$ cat src/rtl/rgb_pkg.sv
// Shared types and constants for the RGB LED arbiter.
package rgb_pkg;

    // Arbiter FSM states.
    typedef enum logic [1:0] {
        IDLE = 2'd0,
        SHOW = 2'd1,
        GAP  = 2'd2
    } state_e;

    // Colour encodings {r,g,b}; 1 = channel lit.
    localparam logic [2:0] C_OFF   = 3'b000;
    localparam logic [2:0] C_RED   = 3'b100;
    localparam logic [2:0] C_GREEN = 3'b010;
    localparam logic [2:0] C_BLUE  = 3'b001;
    localparam logic [2:0] C_WHITE = 3'b111;

    // One-hot grant vector for a requester index.
    function automatic logic [1:0] onehot2(input logic idx);
        return idx ? 2'b10 : 2'b01;
    endfunction

endpackage

$ cat src/rtl/rgb_pwm_dimmer.sv
// PWM dimmer with registered active-low LED pins.
// A channel is lit while en is high, its colour bit is set and pwm_cnt < duty.
module rgb_pwm_dimmer
    import rgb_pkg::*;
#(
    parameter int PWM_BITS = 8
) (
    input  logic                clk,
    input  logic                rst_n,
    input  logic                en,
    input  logic [2:0]          col,
    input  logic [PWM_BITS-1:0] duty,
    output logic                led_red,
    output logic                led_green,
    output logic                led_blue
);

    logic [PWM_BITS-1:0] pwm_cnt_q, pwm_cnt_d;
    logic [2:0]          pins_q, pins_d;
    logic [2:0]          lit;

    // Free-running PWM counter and the active-low pin value for the next cycle.
    always_comb begin
        pwm_cnt_d = pwm_cnt_q + PWM_BITS'(1);
        lit       = C_OFF;
        if (en && (pwm_cnt_q < duty)) begin
            lit = col;
        end
        pins_d = ~lit;
    end

    // Pin stage; reset forces all pins high (off) without waiting for a clock.
    always_ff @(posedge clk or negedge rst_n) begin
        if (!rst_n) begin
            pwm_cnt_q <= '0;
            pins_q    <= 3'b111;
        end else begin
            pwm_cnt_q <= pwm_cnt_d;
            pins_q    <= pins_d;
        end
    end

    assign led_red   = pins_q[2];
    assign led_green = pins_q[1];
    assign led_blue  = pins_q[0];

endmodule

$ cat src/rtl/rgb_led_arbiter.sv
// Round-robin arbiter sharing one active-low RGB LED between two requesters.
// A grant holds the LED for HOLD_TICKS ticks, then a blank GAP of up to one tick
// separates owners. rst_n is asserted asynchronously and is expected to be
// released synchronously to clk by the board-level reset logic.
module rgb_led_arbiter
    import rgb_pkg::*;
#(
    parameter int TICK_DIV   = 12000,
    parameter int HOLD_TICKS = 500,
    parameter int PWM_BITS   = 8
) (
    input  logic                clk,
    input  logic                rst_n,
    input  logic [1:0]          req,
    input  logic [2:0]          color0,
    input  logic [2:0]          color1,
    input  logic [PWM_BITS-1:0] duty,
    output logic [1:0]          gnt,
    output logic                busy,
    output logic                led_red,
    output logic                led_green,
    output logic                led_blue,
    output logic [1:0]          dbg_state
);

    localparam int TICK_W = $clog2(TICK_DIV);
    localparam int HOLD_W = $clog2(HOLD_TICKS + 1);

    logic [TICK_W-1:0] tick_cnt_q, tick_cnt_d;
    logic              tick;

    state_e            state_q, state_d;
    logic [1:0]        gnt_q, gnt_d;
    logic              owner_q, owner_d;
    logic              rr_ptr_q, rr_ptr_d;
    logic [2:0]        col_q, col_d;
    logic [HOLD_W-1:0] hold_cnt_q, hold_cnt_d;
    logic              winner;

    // Free-running tick divider; never restarted by a grant.
    always_comb begin
        tick       = (tick_cnt_q == TICK_W'(TICK_DIV - 1));
        tick_cnt_d = tick ? '0 : tick_cnt_q + TICK_W'(1);
    end

    // Next-state logic for arbitration, hold timing and the blank gap.
    always_comb begin
        state_d    = state_q;
        gnt_d      = gnt_q;
        owner_d    = owner_q;
        rr_ptr_d   = rr_ptr_q;
        col_d      = col_q;
        hold_cnt_d = hold_cnt_q;
        winner     = req[1];
        case (state_q)
            IDLE: begin
                if (req == 2'b11) begin
                    winner = rr_ptr_q;
                end
                if (|req) begin
                    owner_d    = winner;
                    gnt_d      = onehot2(winner);
                    col_d      = winner ? color1 : color0;
                    hold_cnt_d = '0;
                    state_d    = SHOW;
                end
            end
            SHOW: begin
                // Owner withdrawing its request aborts the grant immediately.
                if (!req[owner_q]) begin
                    state_d  = GAP;
                    gnt_d    = 2'b00;
                    rr_ptr_d = ~owner_q;
                end else if (tick) begin
                    if (hold_cnt_q == HOLD_W'(HOLD_TICKS - 1)) begin
                        state_d  = GAP;
                        gnt_d    = 2'b00;
                        rr_ptr_d = ~owner_q;
                    end else begin
                        hold_cnt_d = hold_cnt_q + HOLD_W'(1);
                    end
                end
            end
            GAP: begin
                gnt_d = 2'b00;
                if (tick) begin
                    state_d = IDLE;
                end
            end
            default: begin
                state_d = IDLE;
                gnt_d   = 2'b00;
            end
        endcase
    end

    // FSM, grant and round-robin state registers.
    always_ff @(posedge clk or negedge rst_n) begin
        if (!rst_n) begin
            tick_cnt_q <= '0;
            state_q    <= IDLE;
            gnt_q      <= 2'b00;
            owner_q    <= 1'b0;
            rr_ptr_q   <= 1'b0;
            col_q      <= C_OFF;
            hold_cnt_q <= '0;
        end else begin
            tick_cnt_q <= tick_cnt_d;
            state_q    <= state_d;
            gnt_q      <= gnt_d;
            owner_q    <= owner_d;
            rr_ptr_q   <= rr_ptr_d;
            col_q      <= col_d;
            hold_cnt_q <= hold_cnt_d;
        end
    end

    assign gnt       = gnt_q;
    assign busy      = (state_q != IDLE);
    assign dbg_state = state_q;

    rgb_pwm_dimmer #(
        .PWM_BITS (PWM_BITS)
    ) u_dimmer (
        .clk       (clk),
        .rst_n     (rst_n),
        .en        (state_q == SHOW),
        .col       (col_q),
        .duty      (duty),
        .led_red   (led_red),
        .led_green (led_green),
        .led_blue  (led_blue)
    );

endmodule

$ cat config.mk
export PLATFORM = sky130hd
export DESIGN_NAME = rgb_led_arbiter
export DESIGN_NICKNAME = d
export VERILOG_FILES = /design/src/rtl/rgb_pkg.sv /design/src/rtl/rgb_pwm_dimmer.sv /design/src/rtl/rgb_led_arbiter.sv
export SDC_FILE = /design/constraint.sdc
export NUM_CORES = 1
export LEC_CHECK = 0
export CORE_MARGIN = 10
export CORE_UTILIZATION = 67
export DETAILED_ROUTE_END_ITERATION = 8
export DONT_BUFFER_PORTS = 1
export PLACE_DENSITY = 0.83
export SYNTH_ARGS = -nofsm -noshare
export SYNTH_HDL_FRONTEND = slang
export SYNTH_SLANG_ARGS = --single-unit
$ cat constraint.sdc
create_clock -name clk -period 5.6 [get_ports clk]
set_input_delay 1.4 -clock clk [delete_from_list [all_inputs] [get_ports clk]]
set_output_delay 1.4 -clock clk [all_outputs]
set_load 0.02 [all_outputs]
* Word level (Yosys, flattened, before mapping)
Cells that the tools add are included.
** Storage, ports and cells
- Register bits after elaboration :: 43
- Input port bits :: 18
- Output and inout port bits :: 8
** Operators by class
- Add/sub/neg operators :: 3
- Magnitude comparators :: 2
- Equal/unequal tests :: 14
- Multiplexer cells :: 27
- Bitwise operators :: 2
- Reduce and logical (&&, ||, !) cells :: 10
** Operators by type and width (count)
- $mux W9 :: 4
- $mux W2 :: 10
- $pmux W9 S2 :: 1
- $add A14 B1 Y14 const B :: 1
- $eq A14 B14 Y1 const B :: 1
- $mux W14 :: 1
- $ne A2 B2 Y1 const B :: 6
- $add A9 B1 Y9 const B :: 1
- $eq A9 B9 Y1 const B :: 1
- $add A8 B1 Y8 const B :: 1
- $lt A8 B8 Y1 :: 1
- $mux W1 :: 7
- $mux W3 :: 2
- $ne A3 B3 Y1 const B :: 2
- $pmux W2 S3 :: 1
- $reduce_and A3 Y1 :: 2
- $reduce_and A5 Y1 :: 1
- $eq A2 B2 Y1 const B :: 2
- $pmux W2 S2 :: 1
- $reduce_and A4 Y1 :: 1
- $reduce_bool A2 Y1 :: 2
- $not A3 Y3 :: 1
- $eq A2 B1 Y1 const B :: 1
- $logic_not A2 Y1 :: 1
- other kinds (6) :: 6

* Logic depth before layout (Yosys ltp)
- Depth after elaboration :: 6
- Gate-level depth with buffers :: 6
- Gate-level depth less buffers :: 6

* Hierarchy
A second synthesis with hierarchy kept.
** Unflattened totals
- Cells, all modules :: 212
- Area total of the unflattened synthesis :: 2204.6 um^2
** Modules (own cells, without submodules)
- rgb_led_arbiter :: times used 1, cells each 160, area an instance 1605.3 um^2, seq. area each 800.8 um^2
- rgb_pwm_dimmer :: times used 1, cells each 52, area an instance 599.3 um^2, seq. area each 279.0 um^2

* Least setup slack after synthesis
Ideal clock, no wire load.
- Path kind :: input port to flip-flop
- Start :: input port req[1]
- End :: register hold_cnt_q[0]
- Data arrival time :: 2.404 ns
- Path slack :: 3.130 ns
- Cell stages on the path :: 4
- Cells stage by stage :: mux2_2 > o311a_1 > a21oi_1 > mux2_2
** Between the ends
- Cells in the longest elaborated chain, start to end :: 4
** RTL lines
- from (decl) :: RTL line rgb_led_arbiter.sv:14 : input logic [1:0] req,
- $mux W1 (not written as such) (2 in a row) :: RTL line rgb_led_arbiter.sv:70 : if (!req[owner_q]) begin
- $ne A2 B2 Y1 (no source line)
- $reduce_and A5 Y1 (no source line) (*)
- to (signal assigned) :: RTL line rgb_led_arbiter.sv:114 : hold_cnt_q <= hold_cnt_d;
- to (decl) :: RTL line rgb_led_arbiter.sv:37 : logic [HOLD_W-1:0] hold_cnt_q, hold_cnt_d;
Every way passes the cells marked *; elsewhere a longest branch is shown, timed or not. The select of a mux whose other input is x is not followed.
A chain may end at the register's enable or synchronous reset.

* Final worst setup path
- Start :: register state_q[1] (netlist: dbg_state[1])
- End :: output port busy
** Between the ends
- Cells in the longest elaborated chain, start to end :: 1
** RTL lines
- from (decl) :: RTL line rgb_led_arbiter.sv:32 : state_e state_q, state_d;
- from (signal assigned) :: RTL line rgb_led_arbiter.sv:109 : state_q <= state_d;
- $reduce_bool A2 Y1 :: RTL line rgb_led_arbiter.sv:119 : assign busy = (state_q != IDLE);
- to (decl) :: RTL line rgb_led_arbiter.sv:19 : output logic busy,
Every way passes these cells.

==> flow_metrics.env <==
export IMPL_nets=249
export IMPL_die_area_sq_mm=0.00602
export IMPL_relSlewSlack_pct=53.3
export IMPL_htree_num_levels=2
export IMPL_outcome="finished, final reports clean"
export IMPL_path_clk_slew_ns=0.13
export IMPL_netlist_area_sq_mm=0.00222
export IMPL_fin_util_pct=75.8
export IMPL_vias=1607
export IMPL_core_sq_mm=0.00310
export IMPL_p_int_uw=422
export IMPL_drtAntennaViolNets=0
export IMPL_clkSinkCount=43
export IMPL_root_buffer="clkbuf_4"
export IMPL_first_pass_iters=4
export IMPL_yosysTopAreaCell="dfrtp_1"
export IMPL_synth_seq_area_share_pct=48.6
export IMPL_place_congestion=0.866
export IMPL_placed_area_sq_mm=0.00227
export IMPL_row_count=20
export IMPL_area_delta_synth_final_pct=5.97
export IMPL_crit_fanout=5
export IMPL_synth_seq_cells=43
export IMPL_hp_class="reg -> reg"
export IMPL_tns_ns=0
export IMPL_async_flop_share_pct=100
export IMPL_power_density_mw_per_mm2=225
export IMPL_dr_first_iter_drc_count=130
export IMPL_synth_cell_types=44
export IMPL_mostFrequentLayoutCells="dfrtp_1, nand2_1, inv_1"
export IMPL_ys_flop_type="dfrtp_1"
export IMPL_final_max_slew_viol_count=0
export IMPL_worst_endpoint_required_ns=4.20
export IMPL_start_kind="flip-flop"
export IMPL_synthCells=215
export IMPL_slowest_stage="dfrtp_1"
export IMPL_dp_cells=258
export IMPL_dp_hpwl_mm=3.12
export IMPL_swShare_pct=20.2
export IMPL_end_kind="primary output"
export IMPL_dieHeight_um=77.6
export IMPL_post_route_period_util_pct=47.5
export IMPL_antenna_cells=0
export IMPL_portBuffers=0
export IMPL_synth_enable_flop_cells=0
export IMPL_viasPerCell=6.04
export IMPL_clkPwrFrac_pct=38.9
export IMPL_p_seq_share_pct=59.0
export IMPL_numCtsBuffers=5
export IMPL_postCtsSetupBuffers=0
export IMPL_syn_area_per_cell_sq_um=10.3
export IMPL_p_leak_nw=1.07
export IMPL_avgRoutedWirePerCell_um=15.9
export IMPL_fin_crit_ns=2.66
export IMPL_start_util_pct=71.6
export IMPL_setup_viol=0
export IMPL_grt_antenna_before_repair=0
export IMPL_grt_use_total_pct=14.9
export IMPL_io_pins=26
export IMPL_die_w_um=77.6
export IMPL_clkLatencyLatePin_ns=0.35
export IMPL_p_sw_uw=107
export IMPL_final_layout_size_suffix_gt1_share_pct=10.8
export IMPL_postCtsHoldBufs=0
export IMPL_combPwrFrac_pct=2.1
export IMPL_peakVddDrop_uv=201
export IMPL_grt_overflow=0
export IMPL_maxCapViolCount=0
export IMPL_worst_pin_slew_ns=0.696
export IMPL_cp_arrival_ns=1.26
export IMPL_clock_path_buffers=2
export IMPL_cts_tree="done"
export IMPL_grt_max_degree=44
export IMPL_final_cells=266
export IMPL_grt_pass1_vias=1615
export IMPL_cts_resized=0
export IMPL_routed_wl_mm=4.22
export IMPL_fmax_mhz=376
export IMPL_synth_top_area_share_pct=45.1
export IMPL_drc=0
export IMPL_synth_nets=243
export IMPL_hold_viol_final=0
export IMPL_path_cells="nor2_1 -> inv_1"
export IMPL_rsz0062_at_grt="no"
export IMPL_crit_type="reg -> out"
export IMPL_fillerInstances=238
export IMPL_synthTopCellsByArea="dfrtp_1, ha_1, xnor2_1"
export IMPL_mostFrequentLayoutCell="dfrtp_1"
export IMPL_yosysWarnings=0
export IMPL_final_area_sq_mm=0.00235
export IMPL_finalClockSkew_ns=0.0107
export IMPL_crit_path_max_incr_delay_ns=0.52
export IMPL_grt_pass1_wl_mm=7.42
==> per-layer routing <==
metal / wire length [um] / vias up / track usage (%)
met5: 0 / - / 0
met4: 60 / 0 / 6.39
met3: 290 / 7 / 4.84
met2: 2130 / 58 / 24.0
met1: 1740 / 769 / 17.9
li1: - / 773 / -
==> worst paths after layout <==
path | from | endpoint | slack, ns | depth (start not counted)
worst min-delay path | u_dimmer.pwm_cnt_q[7]$_DFF_PN0_ | u_dimmer.pwm_cnt_q[7]$_DFF_PN0_ | 0.49 | 1
worst min register to register | u_dimmer.pwm_cnt_q[7]$_DFF_PN0_ | u_dimmer.pwm_cnt_q[7]$_DFF_PN0_ | 0.49 | 1
max in group asynchronous | rst_n | u_dimmer.pins_q[0]$_DFF_PN1_ | 4.71 | 0
min in group asynchronous | rst_n | col_q[2]$_DFFE_PN0P_ | 0.72 | 0
worst max-delay path | dbg_state[1]$_DFFE_PN0P_ | busy | 2.94 | 2
worst max register to register | tick_cnt_q[0]$_DFF_PN0_ | hold_cnt_q[6]$_DFFE_PN0P_ | 3.41 | 5
==> worst max-delay path, delay by kind of cell, from the launching register on <==
| kind | cells | cell delay, ns |
|---|---|---|
| AND/OR/NAND/NOR | 1 | 0.22 |
| buffers and inverters | 1 | 0.17 |
| flip-flops | 1 | 0.52 |
==> flip-flops by register name (all words and copies together) (netlist names) <==
register	flops
owner_q	1
dbg_state	2
u_dimmer.pins_q	3
col_q	3
rr_ptr_q	1
hold_cnt_q	9
gnt	2
u_dimmer.pwm_cnt_q	8
tick_cnt_q	14
==> logic make-up after synthesis <==
| kind of cell | Yosys count | synth area share [%] |
|---|---|---|
| AO/OA/AOI/OAI | 36 | 12.1 |
| XOR/XNOR | 16 | 6.31 |
| adder cells (fa/ha/maj) | 10 | 5.63 |
| buffers and inverters | 20 | 3.77 |
| flip-flops | 43 | 48.6 |
| multiplexers | 9 | 4.17 |
| AND/OR/NAND/NOR | 81 | 19.4 |
==> final cells by class <==
class                      count  area [sq um]  share of cell area (%)
tap                           44          55.1                    2.34
sequential                    43          1080                    45.9
clock buffer                   6          51.3                    2.18
timing repair buffer           1          7.51                   0.319
clock inverter                 2          35.0                    1.49
inverter                      18          67.6                    2.87
multi-input combinational    152          1060                    44.9
==> synthesized netlist by cell type, types with 2 or more instances <==
| cell | number |
|---|---|
| o21ai_0 | 9 |
| nor4_1 | 4 |
| or3_1 | 2 |
| and4_1 | 2 |
| ha_1 | 10 |
| a21oi_1 | 6 |
| o211ai_1 | 4 |
| nand4_1 | 5 |
| nor2_1 | 16 |
| dfrtp_1 | 40 |
| nand3_1 | 11 |
| o21ai_1 | 2 |
| xnor2_1 | 11 |
| inv_1 | 18 |
| dfstp_2 | 3 |
| nand3_2 | 2 |
| nor2b_1 | 2 |
| a21o_1 | 3 |
| mux2_2 | 2 |
| o21a_1 | 2 |
| a221o_1 | 3 |
| mux2i_1 | 7 |
| xor2_1 | 5 |
| nor3_1 | 7 |
| nand2_1 | 20 |
==> stage by stage <==
| stage | hold slack, ns | total power [mW] | setup slack, ns |
|---|---|---|---|
| after floorplan | 0.448 | 0.327 | 3.13 |
| after global placement | 0.471 | 0.328 | 2.99 |
| after detailed placement | 0.471 | 0.329 | 2.95 |
| after CTS | 0.492 | 0.530 | 2.93 |
| after global routing | 0.526 | 0.550 | 2.84 |
| final | 0.488 | 0.529 | 2.94 |
==> power by group through the flow <==
stage / Clock [mW] / Sequential (mW) / Combinational (mW)
global placement: 0 / 0.318 / 0.0100
global route: 0.226 / 0.312 / 0.0122
CTS: 0.207 / 0.312 / 0.0108
detailed placement: 0 / 0.318 / 0.0108
floorplan: 0 / 0.318 / 0.00903
finish: 0.206 / 0.312 / 0.0108
Note: power is estimated with default switching activity, not from simulation.
